`src/rtl/multicycle_control_unit.sv`:
```
// Main sequencing FSM of the multicycle CPU: walks each instruction through
// fetch/decode/execute/memory/writeback and drives every datapath enable and mux select.
module multicycle_control_unit #(
  parameter int OPW = 6,
  parameter int STW = 4
) (
  input  logic           clock,
  input  logic           reset,
  input  logic [OPW-1:0] Op,
  input  logic           Zero,
  output logic           PCWrite,
  output logic           IorD,
  output logic           MemRead,
  output logic           MemWrite,
  output logic           IRWrite,
  output logic           RegDst,
  output logic           MemtoReg,
  output logic           RegWrite,
  output logic           ALUSrcA,
  output logic [1:0]     ALUSrcB,
  output logic [1:0]     ALUOp,
  output logic [1:0]     PCSource,
  output logic [STW-1:0] State
);

  localparam logic [STW-1:0] S_FETCH  = STW'(0);
  localparam logic [STW-1:0] S_DECODE = STW'(1);
  localparam logic [STW-1:0] S_MEMADR = STW'(2);
  localparam logic [STW-1:0] S_MEMRD  = STW'(3);
  localparam logic [STW-1:0] S_MEMWB  = STW'(4);
  localparam logic [STW-1:0] S_MEMWR  = STW'(5);
  localparam logic [STW-1:0] S_EXEC   = STW'(6);
  localparam logic [STW-1:0] S_RWB    = STW'(7);
  localparam logic [STW-1:0] S_BRANCH = STW'(8);
  localparam logic [STW-1:0] S_ADDIEX = STW'(9);
  localparam logic [STW-1:0] S_ADDIWB = STW'(10);
  localparam logic [STW-1:0] S_JUMP   = STW'(11);

  localparam logic [OPW-1:0] OP_R    = OPW'(6'b000000);
  localparam logic [OPW-1:0] OP_LW   = OPW'(6'b100011);
  localparam logic [OPW-1:0] OP_SW   = OPW'(6'b101011);
  localparam logic [OPW-1:0] OP_BEQ  = OPW'(6'b000100);
  localparam logic [OPW-1:0] OP_BNE  = OPW'(6'b000101);
  localparam logic [OPW-1:0] OP_ADDI = OPW'(6'b001000);
  localparam logic [OPW-1:0] OP_J    = OPW'(6'b000010);

  logic [STW-1:0] state_q;
  logic [STW-1:0] state_d;
  logic           is_bne_q;

  logic           pc_write_raw;
  logic           iord_raw;
  logic           mem_read_raw;
  logic           mem_write_raw;
  logic           ir_write_raw;
  logic           reg_dst_raw;
  logic           mem_to_reg_raw;
  logic           reg_write_raw;
  logic           alu_src_a_raw;
  logic [1:0]     alu_src_b_raw;
  logic [1:0]     alu_op_raw;
  logic [1:0]     pc_source_raw;

  // State register; the BEQ/BNE flag is captured in DECODE so BRANCH ignores Op.
  always_ff @(posedge clock) begin
    if (reset) begin
      state_q  <= S_FETCH;
      is_bne_q <= 1'b0;
    end else begin
      state_q <= state_d;
      if (state_q == S_DECODE) begin
        is_bne_q <= (Op == OP_BNE);
      end
    end
  end

  always_comb begin
    state_d = S_FETCH;
    case (state_q)
      S_FETCH: state_d = S_DECODE;
      S_DECODE: begin
        if ((Op == OP_LW) || (Op == OP_SW)) state_d = S_MEMADR;
        else if (Op == OP_R)                state_d = S_EXEC;
        else if ((Op == OP_BEQ) || (Op == OP_BNE)) state_d = S_BRANCH;
        else if (Op == OP_ADDI)             state_d = S_ADDIEX;
        else if (Op == OP_J)                state_d = S_JUMP;
        else                                state_d = S_FETCH;
      end
      S_MEMADR: state_d = (Op == OP_LW) ? S_MEMRD : S_MEMWR;
      S_MEMRD:  state_d = S_MEMWB;
      S_EXEC:   state_d = S_RWB;
      S_ADDIEX: state_d = S_ADDIWB;
      default:  state_d = S_FETCH;
    endcase
  end

  always_comb begin
    pc_write_raw   = 1'b0;
    iord_raw       = 1'b0;
    mem_read_raw   = 1'b0;
    mem_write_raw  = 1'b0;
    ir_write_raw   = 1'b0;
    reg_dst_raw    = 1'b0;
    mem_to_reg_raw = 1'b0;
    reg_write_raw  = 1'b0;
    alu_src_a_raw  = 1'b0;
    alu_src_b_raw  = 2'b00;
    alu_op_raw     = 2'b00;
    pc_source_raw  = 2'b00;
    case (state_q)
      S_FETCH: begin
        mem_read_raw  = 1'b1;
        ir_write_raw  = 1'b1;
        pc_write_raw  = 1'b1;
        alu_src_b_raw = 2'b01;
      end
      S_DECODE: alu_src_b_raw = 2'b11;
      S_MEMADR, S_ADDIEX: begin
        alu_src_a_raw = 1'b1;
        alu_src_b_raw = 2'b10;
      end
      S_MEMRD: begin
        mem_read_raw = 1'b1;
        iord_raw     = 1'b1;
      end
      S_MEMWR: begin
        mem_write_raw = 1'b1;
        iord_raw      = 1'b1;
      end
      S_MEMWB: begin
        reg_write_raw  = 1'b1;
        mem_to_reg_raw = 1'b1;
      end
      S_EXEC: begin
        alu_src_a_raw = 1'b1;
        alu_op_raw    = 2'b10;
      end
      S_RWB: begin
        reg_write_raw = 1'b1;
        reg_dst_raw   = 1'b1;
      end
      S_ADDIWB: reg_write_raw = 1'b1;
      S_BRANCH: begin
        alu_src_a_raw = 1'b1;
        alu_op_raw    = 2'b01;
        pc_source_raw = 2'b01;
        pc_write_raw  = is_bne_q ? ~Zero : Zero;
      end
      S_JUMP: begin
        pc_write_raw  = 1'b1;
        pc_source_raw = 2'b10;
      end
      default: ;
    endcase
  end

  // Write-type enables are held off during reset so an abandoned instruction never commits.
  assign PCWrite  = pc_write_raw  & ~reset;
  assign MemRead  = mem_read_raw  & ~reset;
  assign MemWrite = mem_write_raw & ~reset;
  assign IRWrite  = ir_write_raw  & ~reset;
  assign RegWrite = reg_write_raw & ~reset;
  assign IorD     = iord_raw;
  assign RegDst   = reg_dst_raw;
  assign MemtoReg = mem_to_reg_raw;
  assign ALUSrcA  = alu_src_a_raw;
  assign ALUSrcB  = alu_src_b_raw;
  assign ALUOp    = alu_op_raw;
  assign PCSource = pc_source_raw;
  assign State    = state_q;

endmodule

```
`config.mk`:
```
export PLATFORM = sky130hd
export DESIGN_NAME = multicycle_control_unit
export DESIGN_NICKNAME = d
export VERILOG_FILES = /design/src/rtl/multicycle_control_unit.sv
export SDC_FILE = /design/constraint.sdc
export NUM_CORES = 1
export LEC_CHECK = 0
export CAP_MARGIN = 20
export CORE_MARGIN = 5
export CORE_UTILIZATION = 33
export CTS_CLUSTER_DIAMETER = 120
export DETAILED_ROUTE_END_ITERATION = 12
export GPL_ROUTABILITY_DRIVEN = 0
export PLACE_DENSITY = 0.78
export SLEW_MARGIN = 0
export SYNTH_ARGS = -nofsm -noshare
export SYNTH_HDL_FRONTEND = slang
export SYNTH_SLANG_ARGS = --single-unit
```
`constraint.sdc`:
```
create_clock -name clock -period 1.35 [get_ports clock]
set_input_delay 0.405 -clock clock [delete_from_list [all_inputs] [get_ports clock]]
set_output_delay 0.405 -clock clock [all_outputs]
set_load 0.01 [all_outputs]
```
== Word level (Yosys, flattened, before mapping) ==
Cells that the tools add are included.
Storage, ports and cells
  output and inout port bits: 19
  input port bits: 9
  register bits after elaboration: 5
  logic and storage cells: 56
Cells by class
  muxes and demuxes: 20
  equality and inequality tests: 17
  bitwise logic cells: 7
  reduce and logical (&&, ||, !) cells: 10
Operators with widths (count)
  4-bit one-hot mux with 6 select lines: 1
  4-bit 2-to-1 mux: 5
  4-bit by 3-bit equality test with 1-bit output, second input constant: 4
  4-bit equality test, second input constant: 4
  6-bit by 3-bit equality test with 1-bit output, second input constant: 2
  6-bit equality test, second input constant: 2
  1-bit 2-to-1 mux: 9
  4-bit by 2-bit equality test with 1-bit output, second input constant: 2
  2-bit one-hot mux with 2 select lines: 2
  2-bit OR reduction: 4
  6-bit by 2-bit equality test with 1-bit output, second input constant: 1
  6-bit by 4-bit equality test with 1-bit output, second input constant: 1
  6-bit logical NOT: 1
  2-bit one-hot mux with 3 select lines: 1
  1-bit AND: 5
  4-bit by 1-bit equality test with 1-bit output, second input constant: 1
  4-bit logical NOT: 1
  4-bit OR reduction: 1
  3-bit 2-to-1 mux: 1
  3-bit OR reduction: 1
  1-bit logical OR: 2
  1-bit NOT: 2
  1-bit one-hot mux with 2 select lines: 1

== Depth between registers and ports, before layout ==
Gate-level depths: netlist of run 1.
  depth in word-level cells: 7
  mapped depth: 5
  gate-level depth less buffers: 4

== Worst setup path after synthesis of run 1 ==
Ideal clock, no wire load.
  path type: reg2out
  start: reg state_q[3], in the netlist State[3]
  end: out RegWrite
  data required time: 0.945 ns
  data arrival time: 1.295 ns
  buffers on the path: 1
  stages on the path, launching flop included: 6
  setup slack: -0.350 ns
  path through: dfxtp_1 -> buf_2 -> nand2b_1 -> nor3_1 -> a21oi_1 -> nor2_1
Between the ends
  longest elaborated chain between the ends: 4
Ends and longest elaborated chain
  from (decl): RTL line 47  | logic [STW-1:0] state_q;
  from (signal assigned): RTL line 70  | state_q <= state_d;
  4-bit equality test / 4-bit by 3-bit equality test with 1-bit output (equally long branches): RTL line 110  | case (state_q)
  3-bit OR reduction (no line) (*)
  1-bit 2-to-1 mux (*): RTL line 110
  1-bit AND (*): RTL line 162  | assign RegWrite = reg_write_raw & ~reset;
  to (decl): RTL line 18  | output logic RegWrite,
Every way passes the cells marked *; elsewhere a longest branch is shown, timed or not.

== Worst setup path in the final report of run 1 ==
  start: in Zero
  end: out PCWrite
Between the ends
  longest elaborated chain between the ends: 4
Ends and longest elaborated chain
  from (decl): RTL line 10  | input logic Zero,
  1-bit NOT: RTL line 147  | pc_write_raw = is_bne_q ? ~Zero : Zero;
  1-bit 2-to-1 mux (*): RTL line 147
  1-bit one-hot mux with 2 select lines (*): RTL line 110
  1-bit AND (*): RTL line 158  | assign PCWrite = pc_write_raw & ~reset;
  to (decl): RTL line 11  | output logic PCWrite,
Marked as above.

==> impl_results.md, run 1 <==
- First-pass GRT wire length: 3690 µm
- Final Non-Filler Cells: about 150
- Met2 wirelength from detailed routing: about 1300 µm
- Final setup skew: roughly 0.0016 ns
- Hold Slack: between 0.5 and 0.6 ns
- Syn_nets: 81
- WP data arrival: ~1.3 ns
- Seq cells post-synth: 5
- Yosys top cell area share: between 10% and 20%
- Wirelength per Cell: about 17 µm
- Proportion of synthesized area in mux cells: a little under 2%
- Antenna Nets Post-Route: 0
- Share of cells above drive strength 1: between 60% and 70%
- Routed met3 length: about 180 µm
- Post-synthesis area per instance: about 7.1 µm²
- Dpl hpwl: around 1500 µm
- Setup violators final: 20
- Post-synth top cells: nor2_1 (9), nor3_1 (7), buf_2 (6)
- Post-route DRC: 0
- Top cells by area, synth: dfxtp_1 (20%), nor3_1 (6.9%), nor2_1 (6.6%)
- Leakage: between 0.5 and 0.6 nW
- CP Max Fanout: 1
- Worst path slowest cell: a211oi_2
- Final Worst Setup Slack: -0.328 ns
- Die ar.: around 2400 µm²
- Number of synthesized flops with an enable pin: 0
- Fmax: between 0.5 and 0.6 GHz
- DRT Wirelength: roughly 2400 µm
- Dpl cells: ~130
- Adder-Cell Fraction of Synth Area: 0%
- Crit path largest cell delay: between 0.2 and 0.25 ns
- Die Height: roughly 50 µm
- Startpoint types: primary input
- Count leader, synth: nor2_1
- Ant. Diodes: 0
- Cell taking the most area after synthesis: dfxtp_1
- Synth Area in Compound Gates: between 20% and 30%
- Failing checks: setup timing
- Status: finished, violations left
- Setup TNS: -4.20 ns
- # Max-Cap Violations: 0
- CP Cell Sequence: clkdlybuf4s15_2 > xnor2_2 > a211oi_2 > a31oi_1 > nor3_2 > buf_2
- Final nets: roughly 140
- Final core occ: 79.6%
- Root Driver: clkbuf_4
- Clock Tree Buf Depth: 2
- Warnings from Yosys: 0
- Cell Rows: 14
- Worst-path clk slew: 0.04 ns
- Slew HR: between 70 and 80%
- Required time of the critical path: ~0.95 ns
- Sequential cell area fraction in the yosys report: between 15 and 20%
- TritonCTS clock tree: built
- Post-Syn Area: approximately 510 µm²
- Sink Count: 5
- Post-synth ARST share: 0%
- Worst-Margin Slew: ~0.35 ns
- 1st-iter DRT viols: 32
- Hold WC Path Type: reg -> reg
- Via count: slightly below 800
- Buffers on Ports: 27
- Period utilization: 124%
- Cts hold-fix bufs: 0
- Total CTS buffers: 3
- Mapped Cells: 72
- First drt pass iteration count: 4
- Gr ovfl total: 0
- Distinct cells, synth: 29
- Hold Fails Final Rpt: 0
- Largest family of logic cells by synthesized area: simple AND/OR/NAND/NOR gates
- Routed vias/inst: between 5 and 6
- Synth Flop Type: dfxtp_1
- PD cells: around 500 nW/µm²
- RSZ-0062 raised after global routing: true
- Antenna violations before repair: 0
- XOR/XNOR Fraction of Synth Area: slightly above 5%
- Top Ports: 28
- Total GRT Usage: approximately a fifth
- WS Path Type: in -> out
- Initial core utilization: roughly a third
- Core box area: ~1500 µm²
- Worst-Skew Late Latency: 0.26 ns
- Number of global-route vias before repair: between 800 and 900
- Slew Limit Fails: 0
- Top routing layer in use: met4
- Area Overhead vs Synth: 133%
- CP Capture Type: output port
- Final worst path period need: roughly 1.7 ns
- Met1 wire length: roughly 890 µm
- H-tree Lvls: 1
- Fill cells: 91
- Peak VDD IR: ~460 µV
- Simple-Gate Fraction of Synth Area: between 40% and 50%
- Die width: around 50 µm
- Largest net degree at the start of global routing: 8
==> layout make-up <==
cell class	count	area (µm²)	area share, %
clock buffers	4	26.3	2.22
inverters	2	7.51	0.634
multi-input cells	57	509	43.0
flip-flops and latches	5	116	9.82
well taps	16	20.0	1.69
repair buffers	61	505	42.7
==> repair_timing <==
| item | in CTS | in global routing |
|---|---|---|
| resized for setup | 109 | 27 |
| buffers inserted | 4 | 7 |
| gates cloned | 0 | 0 |
| pin swaps | 12 | 11 |
| setup endpoints to repair | 24 | 21 |
==> path summary, 6_finish.rpt <==
path                               from                    end  slack (ns)  cells after the start
setup / recovery                   Zero                PCWrite       -0.33                      6
hold / removal    is_bne_q$_SDFFE_PP0P_  is_bne_q$_SDFFE_PP0P_        0.52                      2
setup reg to reg    State[3]$_SDFF_PP0_    State[2]$_SDFF_PP0_       -0.04                      6
hold reg to reg   is_bne_q$_SDFFE_PP0P_  is_bne_q$_SDFFE_PP0P_        0.52                      2
==> power by group <==
part           internal, mW  total, mW  switching [mW]  leakage, nW
Combinational         0.125      0.231           0.105        0.454
Sequential            0.147      0.156         0.00907       0.0441
Clock                 0.113      0.191          0.0784       0.0150
Total                 0.385      0.578           0.193        0.513
==> per-stage QoR <==
stage	area [µm²]	worst slack [ns]	power [mW]
after global routing	1180	-0.435	0.617
after detailed placement	1010	-1.01	0.348
after CTS	1060	-0.314	0.546
after global placement	1010	-0.993	0.344
final	1180	-0.328	0.578
after floorplan	586	-0.130	0.242
==> flip-flops by register name, summed over array words and instances, names as in the netlist <==
name	count
State	4
is_bne_q	1
==> layer usage <==
| metal | GRT usage [%] | vias up |
|---|---|---|
| met5 | 0 | - |
| met4 | 8.07 | 0 |
| met3 | 8.26 | 5 |
| met2 | 35.6 | 32 |
| met1 | 18.9 | 382 |
| li1 | - | 376 |
==> kinds of logic after synthesis <==
kind of cell,Yosys count
AOI/OAI and AO/OA,17
xor gates and xnor gates,3
buffers and inverters,10
DFF,5
muxes,1
and+or+nand+nor,36
==> worst max-delay path: cells and delay by family <==
family | cells | cell delay (ns)
buffers and inverters | 2 | 0.35
AOI/OAI and AO/OA | 2 | 0.29
xor gates and xnor gates | 1 | 0.13
and+or+nand+nor | 1 | 0.10
==> cells in the final DEF, fill, tap and decap left out, drive strengths merged, types with 3 or more instances in the layout <==
master / n
a211oi: 3
a21oi: 5
buf: 53
clkbuf: 4
clkdlybuf4s15: 3
dfxtp: 5
dlygate4sd2: 5
nand2b: 5
nand3: 3
nor2: 9
nor3: 8
nor4: 5
o21ai: 3
(Power assumes the default switching activity.)
==> run 2, diff against run 1 <==
--- a/config.mk
+++ b/config.mk
@@ -12,6 +12,7 @@
 export DETAILED_ROUTE_END_ITERATION = 12
 export GPL_ROUTABILITY_DRIVEN = 0
 export PLACE_DENSITY = 0.78
+export SKIP_LAST_GASP = 1
 export SLEW_MARGIN = 0
 export SYNTH_ARGS = -nofsm -noshare
 export SYNTH_HDL_FRONTEND = slang
==> run 2 against run 1 <==
- the run still ends with setup timing left
- utilization is 2.2 points lower
- cell area is 2.7% lower
- die area stayed put
- combinational power is 7% lower
- non-clock buffer count stayed put
- wire length is 3.1% lower
- critical endpoint is now RegWrite
==> impl_results.md, run 2 (synthesized netlist as in run 1, its figures left out) <==
- Status: finished, violations left
- Failing checks: setup timing
- Ant. Diodes: 0 (unchanged)
- Final Non-Filler Cells: 145 (unchanged)
- Period utilization: 125% (+0.89 points)
- Via count: 814 (+2.4%)
- Final nets: 139 (unchanged)
- Required time of the critical path: 0.95 ns (about the same)
- Routed vias/inst: 5.61 (+2.4%)
- Commonest non-fill, non-tap cell in the layout: buf_4
- Final Worst Setup Slack: -0.340 ns (-0.0120 ns)
- Dpl hpwl: 1510 µm (unchanged)
- PD cells: 483 nW/µm² (-0.89%)
- Cell Rows: 14 (unchanged)
- Slew HR: 79.4% (+3.0 points)
- Internal power: 0.374 mW (-2.9%)
- Slew Limit Fails: 0 (unchanged)
- Core box area: 1490 µm² (unchanged)
- Hold WC Path Type: reg -> reg
- Worst-Skew Late Latency: 0.26 ns (about the same)
- RSZ-0062 raised after global routing: true
- Buffers on Ports: 27 (unchanged)
- FF-to-FF Start: State[3]$_SDFF_PP0_
- Place WS: -1.01 ns (unchanged)
- Leakage: 0.509 nW (-0.78%)
- # Max-Cap Violations: 0 (unchanged)
- Initial core utilization: 34.2% (unchanged)
- Gr ovfl total: 0 (unchanged)
- Number of global-route vias before repair: 812 (-1.1%)
- Worst path slowest cell: dfxtp_4
- Worst-Margin Slew: 0.307 ns (-0.0451 ns)
- Top routing layer in use: met4
- Sink Count: 5 (unchanged)
- Total power: 0.557 mW (-3.6%)
- WS Path Type: reg -> out
- Hold Fails Final Rpt: 0 (unchanged)
- Switching share of power: 32.9% (-0.46 points)
- CP Cell Sequence: nand2b_1 > mux2i_1 > a21oi_1 > nor2_1 > buf_2
- Peak VDD IR: 493 µV (+6.1%)
- Die width: 49.3 µm (unchanged)
- 1st-iter DRT viols: 28 (-13%)
- Fill cells: 96 (+5.5%)
- First-pass GRT wire length: 3680 µm (-0.38%)
- Total CTS buffers: 3 (unchanged)
- Worst-path clk slew: 0.05 ns (about the same)
- Clock network fraction of design power: 33.6% (+0.5 points)
- First drt pass iteration count: 4 (unchanged)
- Comb pwr share: 38.4% (-1.5 points)
- Share of cells above drive strength 1: 68.2% (-0.78 points)
- Top Ports: 28 (unchanged)
- CP Max Fanout: 6 (+5)
- Crit path largest cell delay: 0.39 ns (+0.18 ns)
- Final setup skew: 0.00321 ns (+0.00160 ns)
- Clock Tree Buf Depth: 2 (unchanged)
- Area Overhead vs Synth: 126%
- Routed met3 length: 142 µm (-20%)
- Met1 wire length: 884 µm (-1.0%)
- Post-route DRC: 0 (unchanged)
- Wirelength per Cell: 16.2 µm (-3.1%)
- Sw Pwr: 0.183 mW (-4.9%)
- Fmax: 0.592 GHz (-0.71%)
- Antenna violations before repair: 0 (unchanged)
- Hold Path Depth: 2 (unchanged)
- Reg2reg path depth: 6 (unchanged)
- Largest net degree at the start of global routing: 8 (unchanged)
- Reg power frac: 27.9% (+0.9 points)
- Antenna Nets Post-Route: 0 (unchanged)
- TritonCTS clock tree: built
- Most frequent cells in the layout: buf_4 (23), buf_6 (17), buf_2 (13), nor2_1 (6), dlygate4sd2_1 (5)
- Die ar.: 2430 µm² (unchanged)
- Setup TNS: -4.03 ns (+0.171 ns)
- R2R Path End: State[2]$_SDFF_PP0_
- Met2 wirelength from detailed routing: 1230 µm (-6.5%)
- Max reg flops: 4 (unchanged)
- Reg-to-reg slack, setup: -0.07 ns (-0.03 ns)
- Hold endpoint: is_bne_q$_SDFFE_PP0P_
- Die Height: 49.3 µm (unchanged)
- Startpoint types: register
- Total GRT Usage: 19.3% (-0.25 points)
- H-tree Lvls: 1 (unchanged)
- Root Driver: clkbuf_4
- Worst hold start: is_bne_q$_SDFFE_PP0P_
- WP data arrival: 1.28 ns (about the same)
- Dpl cells: 132 (unchanged)
- CP Capture Type: output port
- Final worst path period need: 1.69 ns (+0.0120 ns)
- DRT Wirelength: 2340 µm (-3.1%)
- Setup violators final: 19 (-5.0%)
-- run 2: cell count changes in the layout (fill, tap and decap cells not counted), sizes merged --
cell,delta
clkdlybuf4s15,-1
clkbuf,+1
-- run 2: worst max path at each step --
stage,endpoint,slack (ns),cells after the start,from
2_1_floorplan,RegWrite,-0.13,5,State[3]$_SDFF_PP0_
3_3_place_gp,PCWrite,-0.99,6,Zero
3_5_place_dp,PCWrite,-1.01,6,Zero
4_1_cts,RegWrite,-0.31,5,State[3]$_SDFF_PP0_
5_1_grt,RegWrite,-0.41,5,State[3]$_SDFF_PP0_
6_report,RegWrite,-0.34,5,State[2]$_SDFF_PP0_
-- run 2: area by class of cell --
class	count	area [µm²]	share of cell area (%)
Tap cell	16	20.0	1.74
Inverter	2	7.51	0.651
Clock buffer	4	26.3	2.28
Timing Repair Buffer	61	498	43.2
Multi-Input combinational cell	57	484	42.0
Sequential cell	5	116	10.1
-- run 2: per-stage QoR --
| stage | utilization (%) | cell area, µm² | hold slack [ns] |
|---|---|---|---|
| 2_1_floorplan | - | 586 | 0.462 |
| 3_3_place_gp | 67.6 | 1010 | 0.481 |
| 3_5_place_dp | 67.6 | 1010 | 0.502 |
| 4_1_cts | 70.5 | 1050 | 0.513 |
| 5_1_grt | 77.4 | 1150 | 0.571 |
| 6_report | 77.4 | 1150 | 0.515 |
-- run 2: critical path, delay by kind of cell, from the launching register on --
kind,cells,cell delay (ns)
flip-flops,1,0.39
buffers and inverters,1,0.14
multiplexers,1,0.09
AND/OR/NAND/NOR,2,0.22
AO/OA/AOI/OAI,1,0.19
-- run 2: layer usage --
layer	up-vias	global-route usage [%]
li1	377	-
met1	392	18.9
met2	35	35.2
met3	10	7.95
met4	0	7.62
met5	-	0
-- run 2: repair_timing --
| action | in CTS | in global routing |
|---|---|---|
| endpoints found under the setup margin | 24 | 21 |
| pin swaps | 12 | 7 |
| setup buffers | 4 | 7 |
| gates resized for setup | 106 | 26 |
| hold buffers | 0 | 0 |
-- run 2: power groups by stage --
stage	sequential (mW)	clock (mW)	combinational, mW
after floorplan	0.159	0	0.0826
after global routing	0.156	0.212	0.229
after detailed placement	0.162	0	0.186
after global placement	0.161	0	0.182
final	0.156	0.187	0.214
after CTS	0.155	0.195	0.194
==> run 3, diff against run 2 <==
--- a/config.mk
+++ b/config.mk
@@ -5,13 +5,15 @@
 export SDC_FILE = /design/constraint.sdc
 export NUM_CORES = 1
 export LEC_CHECK = 0
+export ABC_AREA = 1
 export CAP_MARGIN = 20
-export CORE_MARGIN = 5
-export CORE_UTILIZATION = 33
+export CORE_AREA = 5 5 42 44
 export CTS_CLUSTER_DIAMETER = 120
 export DETAILED_ROUTE_END_ITERATION = 12
+export DIE_AREA = 0 0 47 49
+export DONT_BUFFER_PORTS = 1
 export GPL_ROUTABILITY_DRIVEN = 0
-export PLACE_DENSITY = 0.78
+export PLACE_DENSITY = 0.59
 export SKIP_LAST_GASP = 1
 export SLEW_MARGIN = 0
 export SYNTH_ARGS = -nofsm -noshare
==> run 3 against run 2 <==
- the run still ends with setup timing left
- setup slack better by 0.036 ns
- synthesized cell count increased by 33%
- first-iteration DRC count down 57%
- highest routed layer unchanged
==> impl_results.md, run 3 <==
- Status: finished, violations left
- Failing checks: setup timing
- Hold WC Path Type: in -> reg
- PD cells: 552 nW/µm² (+14%)
- Sequential cell area fraction in the yosys report: 19.8% (+0.15 points)
- WS Path Type: reg -> out
- Mapped Cells: 96 (+33%)
- Max reg flops: 4 (unchanged)
- Total CTS buffers: 3 (unchanged)
- DRT Wirelength: 1750 µm (-25%)
- Largest net degree at the start of global routing: 9 (+1)
- WP data arrival: 1.25 ns (-0.03 ns)
- Total GRT Usage: 15.8% (-3.5 points)
- Dpl hpwl: 1310 µm (-13%)
- Die ar.: 2300 µm² (-5.2%)
- Period utilization: 123% (-2.6 points)
- Post-synthesis area per instance: 5.27 µm² (-26%)
- Hold Fails Final Rpt: 0 (unchanged)
- Setup violators final: 15 (-4)
- CP Max Fanout: 4 (-2)
- Share of cells above drive strength 1: 54.2% (-14 points)
- Distinct cells, synth: 18 (-38%)
- Antenna Nets Post-Route: 0 (unchanged)
- Number of synthesized flops with an enable pin: 0 (unchanged)
- # Max-Cap Violations: 0 (unchanged)
- Die width: 47 µm (-4.6%)
- Final core occ: 62.1% (-15 points)
- Worst-Margin Slew: 0.286 ns (-0.0213 ns)
- Required time of the critical path: 0.95 ns (about the same)
- Yosys top cell area share: 19.8% (+0.15 points)
- Sink Count: 5 (unchanged)
- Via count: 683 (-16%)
- Post-route DRC: 0 (unchanged)
- Final worst path period need: 1.65 ns (-0.0357 ns)
- Final Worst Setup Slack: -0.304 ns (+0.0357 ns)
- Synth Flop Type: dfxtp_1
- Clock Tree Buf Depth: 2 (unchanged)
- Fin area: 870 µm² (-25%)
- Post-Syn Area: 505 µm² (-0.74%)
- Final nets: 130 (-6.5%)
- Seq cells post-synth: 5 (unchanged)
- Root Driver: clkbuf_4
- Peak VDD IR: 384 µV (-22%)
- RSZ-0062 raised after global routing: true
- Placed inst area: 678 µm² (-33%)
- Top cells by area, synth: dfxtp_1 (20%), nor2_1 (14%), nand2_1 (13%)
- Buffers on Ports: 0 (-100%)
- Routed vias/inst: 5.02 (-11%)
- Area Overhead vs Synth: 72.0%
- Leakage: 0.436 nW (-14%)
- Post-synth top cells: nor2_1 (19), nand2_1 (17), inv_1 (16)
- H-tree Lvls: 1 (unchanged)
- Core box area: 1400 µm² (-5.9%)
- Worst-Skew Late Latency: 0.24 ns (-0.02 ns)
- Cell taking the most area after synthesis: dfxtp_1
- Die Height: 49 µm (-0.57%)
- TritonCTS clock tree: built
- Count leader, synth: nor2_1
- Warnings from Yosys: 0 (unchanged)
- Commonest non-fill, non-tap cell in the layout: buf_4
- Final setup skew: 0.00127 ns (-0.00194 ns)
- Startpoint types: register
- 1st-iter DRT viols: 12 (-57%)
- Cell Rows: 14 (unchanged)
- Ant. Diodes: 0 (unchanged)
- Number of global-route vias before repair: 683 (-16%)
- Gr ovfl total: 0 (unchanged)
- Wirelength per Cell: 12.9 µm (-20%)
- Most frequent cells in the layout: buf_4 (17), nand2_1 (13), inv_1 (11), nor2_1 (11), nand3_1 (9)
- Slew HR: 80.9% (+1.5 points)
- First-pass GRT wire length: 2680 µm (-27%)
- Top Ports: 28 (unchanged)
- Fmax: 0.605 GHz (+2.2%)
- Antenna violations before repair: 0 (unchanged)
- Worst-path clk slew: 0.04 ns (about the same)
- Initial core utilization: 36.1% (+1.9 points)
- Post-synth ARST share: 0% (unchanged)
- Syn_nets: 105 (+30%)
- Slew Limit Fails: 0 (unchanged)
- First drt pass iteration count: 4 (unchanged)
- CP Capture Type: output port
run 3: kinds of logic (layout without fill, tap and decap cells):
kind of cell / after synthesis / in the layout / synth area share (%)
AO/OA/AOI/OAI: 12 / 12 / 12.4
AND/OR/NAND/NOR: 56 / 56 / 50.0
flip-flops: 5 / 5 / 19.8
buffers and inverters: 23 / 47 / 17.8
run 3: final cells by class:
class	count	area, µm²
Inverter	21	86.3
Multi-Input combinational cell	68	438
Fill cell	135	532
Clock buffer	4	26.3
Tap cell	16	20.0
Sequential cell	5	115
Timing Repair Buffer	22	184
run 3: timing repair:
item,CTS,global route
hold buffers,0,0
pin swaps,3,7
setup endpoints to repair,15,16
buffers inserted,4,2
resized for setup,28,15
run 3: stage by stage:
| step | cells | worst slack [ns] | hold slack (ns) | TNS (ns) | power (mW) |
|---|---|---|---|---|---|
| 2_1_floorplan | 96 | -0.0429 | 0.519 | -0.0648 | 0.236 |
| 3_3_place_gp | 128 | -0.0361 | 0.470 | -0.0625 | 0.268 |
| 3_5_place_dp | 128 | -0.0594 | 0.471 | -0.0875 | 0.270 |
| 4_1_cts | 135 | -0.304 | 0.213 | -2.25 | 0.475 |
| 5_1_grt | 136 | -0.381 | 0.202 | -3.53 | 0.513 |
| 6_report | 136 | -0.304 | 0.222 | -2.61 | 0.480 |
run 3: worst paths after layout:
check                                      startpoint                    end  slack [ns]  depth (start not counted)
worst max-delay path              State[3]$_SDFF_PP0_                ALUSrcA       -0.30                          6
worst min-delay path                            reset    State[3]$_SDFF_PP0_        0.22                          1
worst max register to register    State[1]$_SDFF_PP0_    State[0]$_SDFF_PP0_        0.08                          8
worst min register to register  is_bne_q$_SDFFE_PP0P_  is_bne_q$_SDFFE_PP0P_        0.59                          2
run 3: report_power, final:
group | internal [mW] | switching, mW
logic | 0.0690 | 0.0816
clock network | 0.112 | 0.0588
registers | 0.150 | 0.00930
total | 0.330 | 0.150
run 3: worst max-delay path: stages, from the launching register on:
cell     delay (ns)
dfxtp_4        0.36
inv_4          0.05
nand2_4        0.09
inv_4          0.04
nand2_4        0.05
inv_2          0.04
or3_4          0.37
run 3: layer usage:
metal	global-route usage, %	part of all wire, %	vias to the layer above
met3	4.43	5.9	2
met4	5.53	0.97	0
met1	15.2	36	315
met2	29.9	57	17
met5	0	0	-
li1	-	-	349
